[src/rtl/hazard_pkg.sv]
// Shared types and defaults for the decode-stage hazard controller.
// Optional build macro: HAZARD_PERF_EN enables the stall/flush performance counters.
package hazard_pkg;

  // Reason reported alongside an asserted stall.
  typedef enum logic [1:0] {
    NONE     = 2'd0,
    LOAD_USE = 2'd1,
    BRANCH   = 2'd2,
    BUSY     = 2'd3
  } stall_cause_t;

  // Controller sequencing state.
  typedef enum logic [1:0] {
    ST_IDLE  = 2'd0,
    ST_STALL = 2'd1,
    ST_FLUSH = 2'd2
  } state_t;

  // Hazard class found in the current cycle, listed in priority order.
  typedef enum logic [1:0] {
    HZ_NONE     = 2'd0,
    HZ_BR_LOAD  = 2'd1,
    HZ_LOAD_USE = 2'd2,
    HZ_BR_ALU   = 2'd3
  } hz_class_t;

  localparam int DEF_REG_ADDR_W        = 5;
  localparam int DEF_LOAD_USE_STALL    = 1;
  localparam int DEF_BRANCH_LOAD_STALL = 2;
  localparam int DEF_BRANCH_ALU_STALL  = 1;
  localparam int DEF_FLUSH_CYCLES      = 1;

  function automatic int max_int(input int a, input int b);
    return (a > b) ? a : b;
  endfunction

endpackage

[src/rtl/hazard_classify.sv]
// Combinational hazard classifier: register match between the ID sources and
// the EX destination, resolved to a single class by fixed priority.
module hazard_classify
  import hazard_pkg::*;
#(
  parameter int REG_ADDR_W = DEF_REG_ADDR_W
) (
  input  logic                  id_valid,
  input  logic                  id_attempt_branch,
  input  logic [REG_ADDR_W-1:0] id_rs1,
  input  logic [REG_ADDR_W-1:0] id_rs2,
  input  logic                  ex_reg_write,
  input  logic                  ex_mem_read,
  input  logic [REG_ADDR_W-1:0] ex_rd,
  output hz_class_t             hz_class
);

  logic match;

  // Register match (x0 never creates a dependency), then class priority.
  always_comb begin
    // NOTE: every signal assigned in a combinational block gets a default
    // first, so no path leaves it unassigned and no latch is inferred.
    hz_class = HZ_NONE;
    match    = id_valid && (ex_rd != '0) &&
               ((ex_rd == id_rs1) || (ex_rd == id_rs2));
    if (match) begin
      if (ex_mem_read && id_attempt_branch)       hz_class = HZ_BR_LOAD;
      else if (ex_mem_read)                       hz_class = HZ_LOAD_USE;
      else if (id_attempt_branch && ex_reg_write) hz_class = HZ_BR_ALU;
      else                                        hz_class = HZ_NONE;
    end
  end

endmodule

[src/rtl/hazard_ctrl.sv]
// Decode-stage hazard controller: counts out multi-cycle stalls and flushes
// instead of re-detecting every cycle, and freezes while the EX unit is busy.
// Optional build macro: HAZARD_PERF_EN adds saturating stall/flush counters;
// without it both perf ports are tied to zero.
module hazard_ctrl
  import hazard_pkg::*;
#(
  parameter int REG_ADDR_W        = DEF_REG_ADDR_W,
  parameter int LOAD_USE_STALL    = DEF_LOAD_USE_STALL,
  parameter int BRANCH_LOAD_STALL = DEF_BRANCH_LOAD_STALL,
  parameter int BRANCH_ALU_STALL  = DEF_BRANCH_ALU_STALL,
  parameter int FLUSH_CYCLES      = DEF_FLUSH_CYCLES
) (
  input  logic                  clk,
  input  logic                  rst_n,
  input  logic                  id_valid,
  input  logic                  id_attempt_branch,
  input  logic                  id_branch_taken,
  input  logic                  id_predict_taken,
  input  logic [REG_ADDR_W-1:0] id_rs1,
  input  logic [REG_ADDR_W-1:0] id_rs2,
  input  logic                  ex_reg_write,
  input  logic                  ex_mem_read,
  input  logic [REG_ADDR_W-1:0] ex_rd,
  input  logic                  ex_busy,
  output logic                  stall,
  output logic                  bubble,
  output logic                  flush,
  output stall_cause_t          stall_cause,
  output logic [31:0]           perf_stall_cycles,
  output logic [31:0]           perf_flush_events
);

  localparam int MAX_LEN = max_int(max_int(LOAD_USE_STALL, BRANCH_LOAD_STALL),
                                   max_int(BRANCH_ALU_STALL, FLUSH_CYCLES));
  localparam int CNT_W   = $clog2(MAX_LEN + 1);

  typedef logic [CNT_W-1:0] cnt_t;

  localparam cnt_t LU_LEN    = cnt_t'(LOAD_USE_STALL);
  localparam cnt_t BL_LEN    = cnt_t'(BRANCH_LOAD_STALL);
  localparam cnt_t BA_LEN    = cnt_t'(BRANCH_ALU_STALL);
  localparam cnt_t FLUSH_REM = cnt_t'(FLUSH_CYCLES - 1);
  localparam cnt_t CNT_ONE   = cnt_t'(1);

  state_t       state;
  cnt_t         cnt;
  stall_cause_t cause_q;

  hz_class_t    hz_class;
  logic         hz_hit;
  cnt_t         hz_len;
  stall_cause_t hz_cause;
  logic         mispredict;

  hazard_classify #(
    .REG_ADDR_W (REG_ADDR_W)
  ) u_classify (
    .id_valid          (id_valid),
    .id_attempt_branch (id_attempt_branch),
    .id_rs1            (id_rs1),
    .id_rs2            (id_rs2),
    .ex_reg_write      (ex_reg_write),
    .ex_mem_read       (ex_mem_read),
    .ex_rd             (ex_rd),
    .hz_class          (hz_class)
  );

  // Map the detected class to its stall length and reported cause.
  always_comb begin
    hz_len   = '0;
    hz_cause = NONE;
    case (hz_class)
      HZ_BR_LOAD:  begin hz_len = BL_LEN; hz_cause = BRANCH;   end
      HZ_LOAD_USE: begin hz_len = LU_LEN; hz_cause = LOAD_USE; end
      HZ_BR_ALU:   begin hz_len = BA_LEN; hz_cause = BRANCH;   end
      default:     begin hz_len = '0;     hz_cause = NONE;     end
    endcase
    hz_hit     = (hz_class != HZ_NONE);
    mispredict = id_valid && id_attempt_branch &&
                 (id_branch_taken != id_predict_taken);
  end

  // Pipeline controls; a busy EX unit overrides everything and freezes the front end.
  always_comb begin
    stall       = 1'b0;
    bubble      = 1'b0;
    flush       = 1'b0;
    stall_cause = NONE;
    if (ex_busy) begin
      stall       = 1'b1;
      stall_cause = BUSY;
    end else begin
      case (state)
        ST_IDLE: begin
          if (hz_hit) begin
            stall       = 1'b1;
            bubble      = 1'b1;
            stall_cause = hz_cause;
          end else if (mispredict) begin
            flush  = 1'b1;
            bubble = 1'b1;
          end
        end
        ST_STALL: begin
          stall       = 1'b1;
          bubble      = 1'b1;
          stall_cause = cause_q;
        end
        ST_FLUSH: begin
          flush  = 1'b1;
          bubble = 1'b1;
        end
        default: begin
          stall       = 1'b0;
          bubble      = 1'b0;
        end
      endcase
    end
  end

  // Sequencer: enter STALL/FLUSH with the remaining-cycle count, hold while busy.
  always_ff @(posedge clk or negedge rst_n) begin
    // NOTE: sequential state is written with non-blocking assignments so every
    // register samples the pre-edge values regardless of statement order.
    if (!rst_n) begin
      state   <= ST_IDLE;
      cnt     <= '0;
      cause_q <= NONE;
    end else if (!ex_busy) begin
      case (state)
        ST_IDLE: begin
          if (hz_hit) begin
            if (hz_len > CNT_ONE) begin
              cnt     <= hz_len - CNT_ONE;
              cause_q <= hz_cause;
              state   <= ST_STALL;
            end
          end else if (mispredict && (FLUSH_CYCLES > 1)) begin
            cnt   <= FLUSH_REM;
            state <= ST_FLUSH;
          end
        end
        ST_STALL: begin
          cnt <= cnt - CNT_ONE;
          if (cnt == CNT_ONE) begin
            state   <= ST_IDLE;
            cause_q <= NONE;
          end
        end
        ST_FLUSH: begin
          cnt <= cnt - CNT_ONE;
          if (cnt == CNT_ONE) state <= ST_IDLE;
        end
        default: begin
          state   <= ST_IDLE;
          cnt     <= '0;
          cause_q <= NONE;
        end
      endcase
    end
  end

`ifdef HAZARD_PERF_EN
  logic flush_start;

  // A flush event is counted only when it starts from IDLE, once per mispredict.
  always_comb begin
    flush_start = !ex_busy && (state == ST_IDLE) && !hz_hit && mispredict;
  end

  // Saturating performance counters.
  always_ff @(posedge clk or negedge rst_n) begin
    if (!rst_n) begin
      perf_stall_cycles <= '0;
      perf_flush_events <= '0;
    end else begin
      if (stall && (perf_stall_cycles != '1))
        perf_stall_cycles <= perf_stall_cycles + 32'd1;
      if (flush_start && (perf_flush_events != '1))
        perf_flush_events <= perf_flush_events + 32'd1;
    end
  end
`else
  assign perf_stall_cycles = '0;
  assign perf_flush_events = '0;
`endif

endmodule

[config.mk]
export PLATFORM = sky130hd
export DESIGN_NAME = hazard_ctrl
export DESIGN_NICKNAME = d
export VERILOG_FILES = /design/src/rtl/hazard_pkg.sv /design/src/rtl/hazard_classify.sv /design/src/rtl/hazard_ctrl.sv
export SDC_FILE = /design/constraint.sdc
export NUM_CORES = 1
export LEC_CHECK = 0
export ABC_AREA = 0
export BUFFER_PORTS_ARGS = -buffer_cell sky130_fd_sc_hd__buf_2
export CAP_MARGIN = 20
export CORE_MARGIN = 2
export CORE_UTILIZATION = 34
export DETAILED_ROUTE_END_ITERATION = 8
export PLACE_DENSITY = 0.76
export SETUP_SLACK_MARGIN = 0.4
export SYNTH_ARGS = -nofsm -noshare
export SYNTH_HDL_FRONTEND = slang
export SYNTH_SLANG_ARGS = --single-unit
export TNS_END_PERCENT = 100
[constraint.sdc]
create_clock -name clk -period 3 [get_ports clk]
set_input_delay 0.45 -clock clk [delete_from_list [all_inputs] [get_ports clk]]
set_output_delay 0.45 -clock clk [all_outputs]
set_load 0.02 [all_outputs]
==> results.md <==
- The run finished with clean final reports.
- CTS saw 5 sinks.
- Entering global routing, the biggest net connects 12 pins.
- The final weighted congestion in routability-driven placement is 0.8135.
- In the routed design, unresolved DRC markers number 0.
- OpenSTA, run right after detailed placement, puts the worst setup slack at 0.7613 ns.
- The number of global-route vias before repair was 546.
- The critical path is of the in2out type.
- Data on the critical path arrives at its endpoint at 1.81 ns.
- The DRC violation total after the first TritonRoute iteration is 10.
- The number of vias in the routed layout is 678.
- The accumulated negative setup slack is 0 ns.
- The relative area change from synthesis to final layout is -4.862%.
- After clock tree synthesis, the clock-pin slew on the worst setup and hold paths is 0.05 ns.
- The number of inserted diodes is 0.
- The number of CTS-inserted buffers is 3.
- The first-pass iteration count of the detailed router is 4.
- Global routing finished with a remaining overflow of 0.
- The detailed placer's ending HPWL is 1276 µm.
- After filler insertion, the fill cell instance count of the layout stands at 300.
- The die width is 56.92 µm.
- The total power density per cell area is 387.2 mW/mm².
- Of the available clock period, the critical path in the final layout requires 75.26%.
- The maximum clock path buffer count is 2.
- The total global routing track utilization is 9.031%.
- The portion of synthesized cell area occupied by the leading cell type is 50.46%.
- The leading cell type in the layout, fill and taps excluded is sky130_fd_sc_hd__conb_1.
- Dividing the detail-routed via count by the number of cells gives 3.746.
- The number of warnings printed during yosys synthesis is 0.
- The initial antenna violation count is 0.
- Counting stages on the worst path, the most repeated cell is sky130_fd_sc_hd__buf_2.
- The startpoint kind of the worst setup timing path is a primary input.
- The highest-delay cell along the critical path is sky130_fd_sc_hd__or4_1.
- Measured along the y axis, the die boundary spans 56.92 µm.
- The root buffer cell chosen for the clock tree is sky130_fd_sc_hd__clkbuf_4.
- sky130_fd_sc_hd__buf_4 takes more of the synthesized area than any other cell.
- Of the cells placed in the final design, the portion with a size suffix greater than 1 is 21.33%.
- The largest stage delay on the critical path is 0.52 ns.
- The number of cells upsized or downsized after cts is 0.
- For this configuration, the core starts out at a cell density of 35.13%.
- The total of hold buffers inserted after clock tree synthesis is 0.
- A synthesized cell averages 7.869 µm².
- Subtracting the final worst setup slack from the clock period gives 2.258 ns.
- The number of port buffers is 28.
- The number of max-capacitance violations reported is 0.
- The maximum clock frequency is 442.9 MHz.
- TritonCTS built the clock tree.
- The total count of max-transition violations in the final report is 0.
- The setup fix buffers added after clock tree synthesis is 0.
- Setup slack closes at 0.7423 ns.
- Wires add up to 1503 µm.
- The mapped netlist covers 952.2 µm².
- The number of distinct library cells after synthesis is 26.
- Counting every instance in the synthesized netlist gives 121.
- The required arrival time at the worst endpoint is 2.55 ns.
- Setup repair after global routing left no endpoint under its margin.
- The overall die area is 0.003240 mm².
- The clock latency at the later pin of the worst-skew pair is 0.24 ns.
- The global-route wire length before repair is 2380 µm.
- The class of the most critical hold timing path is in2async.
- The number of synthesized register bits is 5.
- The routed length per instance is 8.304 µm.
- The top cell types in the final layout, fill and taps aside, are 64 x sky130_fd_sc_hd__conb_1, 28 x sky130_fd_sc_hd__buf_2, 11 x sky130_fd_sc_hd__xor2_1.
- The number of endpoints with negative hold slack in the final report is 0.
- The worst setup path is captured at an output pin.
- The worst voltage drop across the vdd grid is 280.6 µV.
- The post-detailed-route count of antenna-violating nets is 0.
- The floorplan has 19 rows.
- Traced cell by cell, the critical path runs through buf_2 > or4_1 > o21a_1 > nand2b_1 > o211a_1 > buf_2.
- Sequential cells were found to cover 13.14% of the synthesized design area.
- The largest fanout on the critical path is 5.
- By area the synthesized netlist is led by sky130_fd_sc_hd__buf_4 50%, sky130_fd_sc_hd__dfrtp_1 13%, sky130_fd_sc_hd__xor2_1 10%.
- The total of endpoints with negative setup slack in the final report is 0.
- The net count of the finished layout is 176.
- Counting cells, the worst reg-to-reg path comes to 3.
- During I/O placement, the number of pins put on the boundary was 93.
- The area of the core is 0.002710 mm².
- In this run the static leakage power is 0.0005402 µW.
- The number of H-tree levels is 1.
- Between clock sinks in the finished design, the worst skew comes to 0.002102 ns.
[metal layers]
metal | vias up | track usage [%] | part of all wire (%)
met1 | 302 | 10.85 | 37
met3 | 2 | 1.382 | 10
met5 | - | 0 | 0
li1 | 326 | - | -
met2 | 48 | 15.76 | 52
met4 | 0 | 3.987 | 0.67
[flip-flops by register name, summed over array words and instances, names as in the netlist]
signal and cells:
cause_q 2, cnt 2, state 1
[worst max-delay path: cells and delay by family]
family                 cells  cell delay [ns]
AO/OA/AOI/OAI              2             0.39
buffers and inverters      2             0.28
AND/OR/NAND/NOR            2             0.70
[cell usage after synthesis]
library cell and number:
sky130_fd_sc_hd__o31ai_1 3, sky130_fd_sc_hd__ha_1 1, sky130_fd_sc_hd__xor2_1 11, sky130_fd_sc_hd__buf_4 64
sky130_fd_sc_hd__mux2i_1 1, sky130_fd_sc_hd__nand3_2 1, sky130_fd_sc_hd__a21oi_1 4, sky130_fd_sc_hd__nand2b_1 1
sky130_fd_sc_hd__o21a_1 2, sky130_fd_sc_hd__o21bai_1 1, sky130_fd_sc_hd__nor2_1 4, sky130_fd_sc_hd__and3_1 1
sky130_fd_sc_hd__o41ai_1 1, sky130_fd_sc_hd__nor2b_1 1, sky130_fd_sc_hd__a2bb2oi_1 1, sky130_fd_sc_hd__o211a_1 1
sky130_fd_sc_hd__inv_1 3, sky130_fd_sc_hd__o31a_1 1, sky130_fd_sc_hd__a22oi_1 2, sky130_fd_sc_hd__conb_1 1
sky130_fd_sc_hd__dfrtp_1 5, sky130_fd_sc_hd__o21ai_0 3, sky130_fd_sc_hd__nand2_1 2, sky130_fd_sc_hd__or4_1 1
sky130_fd_sc_hd__clkbuf_1 2, sky130_fd_sc_hd__nor3_1 3
[cells by family (layout without fill, tap and decap cells)]
group           count (synthesis)  after routing  synth area share (%)
compound gates                 19             19                 13.80
xor+xnor                       11             11                 10.12
fa+ha+maj                       1              1                 1.314
buf+inv                        69             35                 52.43
flops                           5              5                 13.14
mux                             1              1                 1.051
other cells                     1             64                0.3938
simple gates                   14             14                 7.754
[stage by stage]
step | total power [µW] | area [µm²] | instances | utilization (%) | hold WS [ns]
finish | 350.7 | 905.9 | 181 | 33.43 | 0.01128
global route | 378.1 | 905.9 | 181 | 33.43 | 0.01260
CTS | 351.2 | 905.9 | 181 | 33.43 | 0.01010
detailed placement | 269.1 | 879.6 | 177 | 32.46 | 0.2710
global placement | 264.7 | 879.6 | 177 | 32.46 | 0.2720
floorplan | 294.0 | 1189 | 184 | - | 0.1544
[where the power goes]
group	switching (µW)	internal, µW
registers	17.8	81.8
clock network	30.2	50.5
logic	122	48.4
total	170	181
[final timing paths]
check / start / endpoint / slack, ns
min reg2reg: cause_q[0] / cause_q[0] / 0.51
max: ex_rd[0] / flush / 0.74
max in group asynchronous: rst_n / cnt[0] / 2.86
max reg2reg: state[0] / cnt[0] / 1.84
min in group clk: cause_q[0] / cause_q[0] / 0.51
min: rst_n / cause_q[0] / 0.01
[layout make-up]
class / instances / area (µm²) / share of cell area, %
Multi-Input combinational cell: 110 / 564.3 / 62.29
Timing Repair Buffer: 28 / 140.1 / 15.47
Sequential cell: 5 / 125.1 / 13.81
Tap cell: 31 / 38.79 / 4.282
Clock buffer: 4 / 26.28 / 2.901
Inverter: 3 / 11.26 / 1.243
Note: power is estimated with default switching activity, not from simulation.
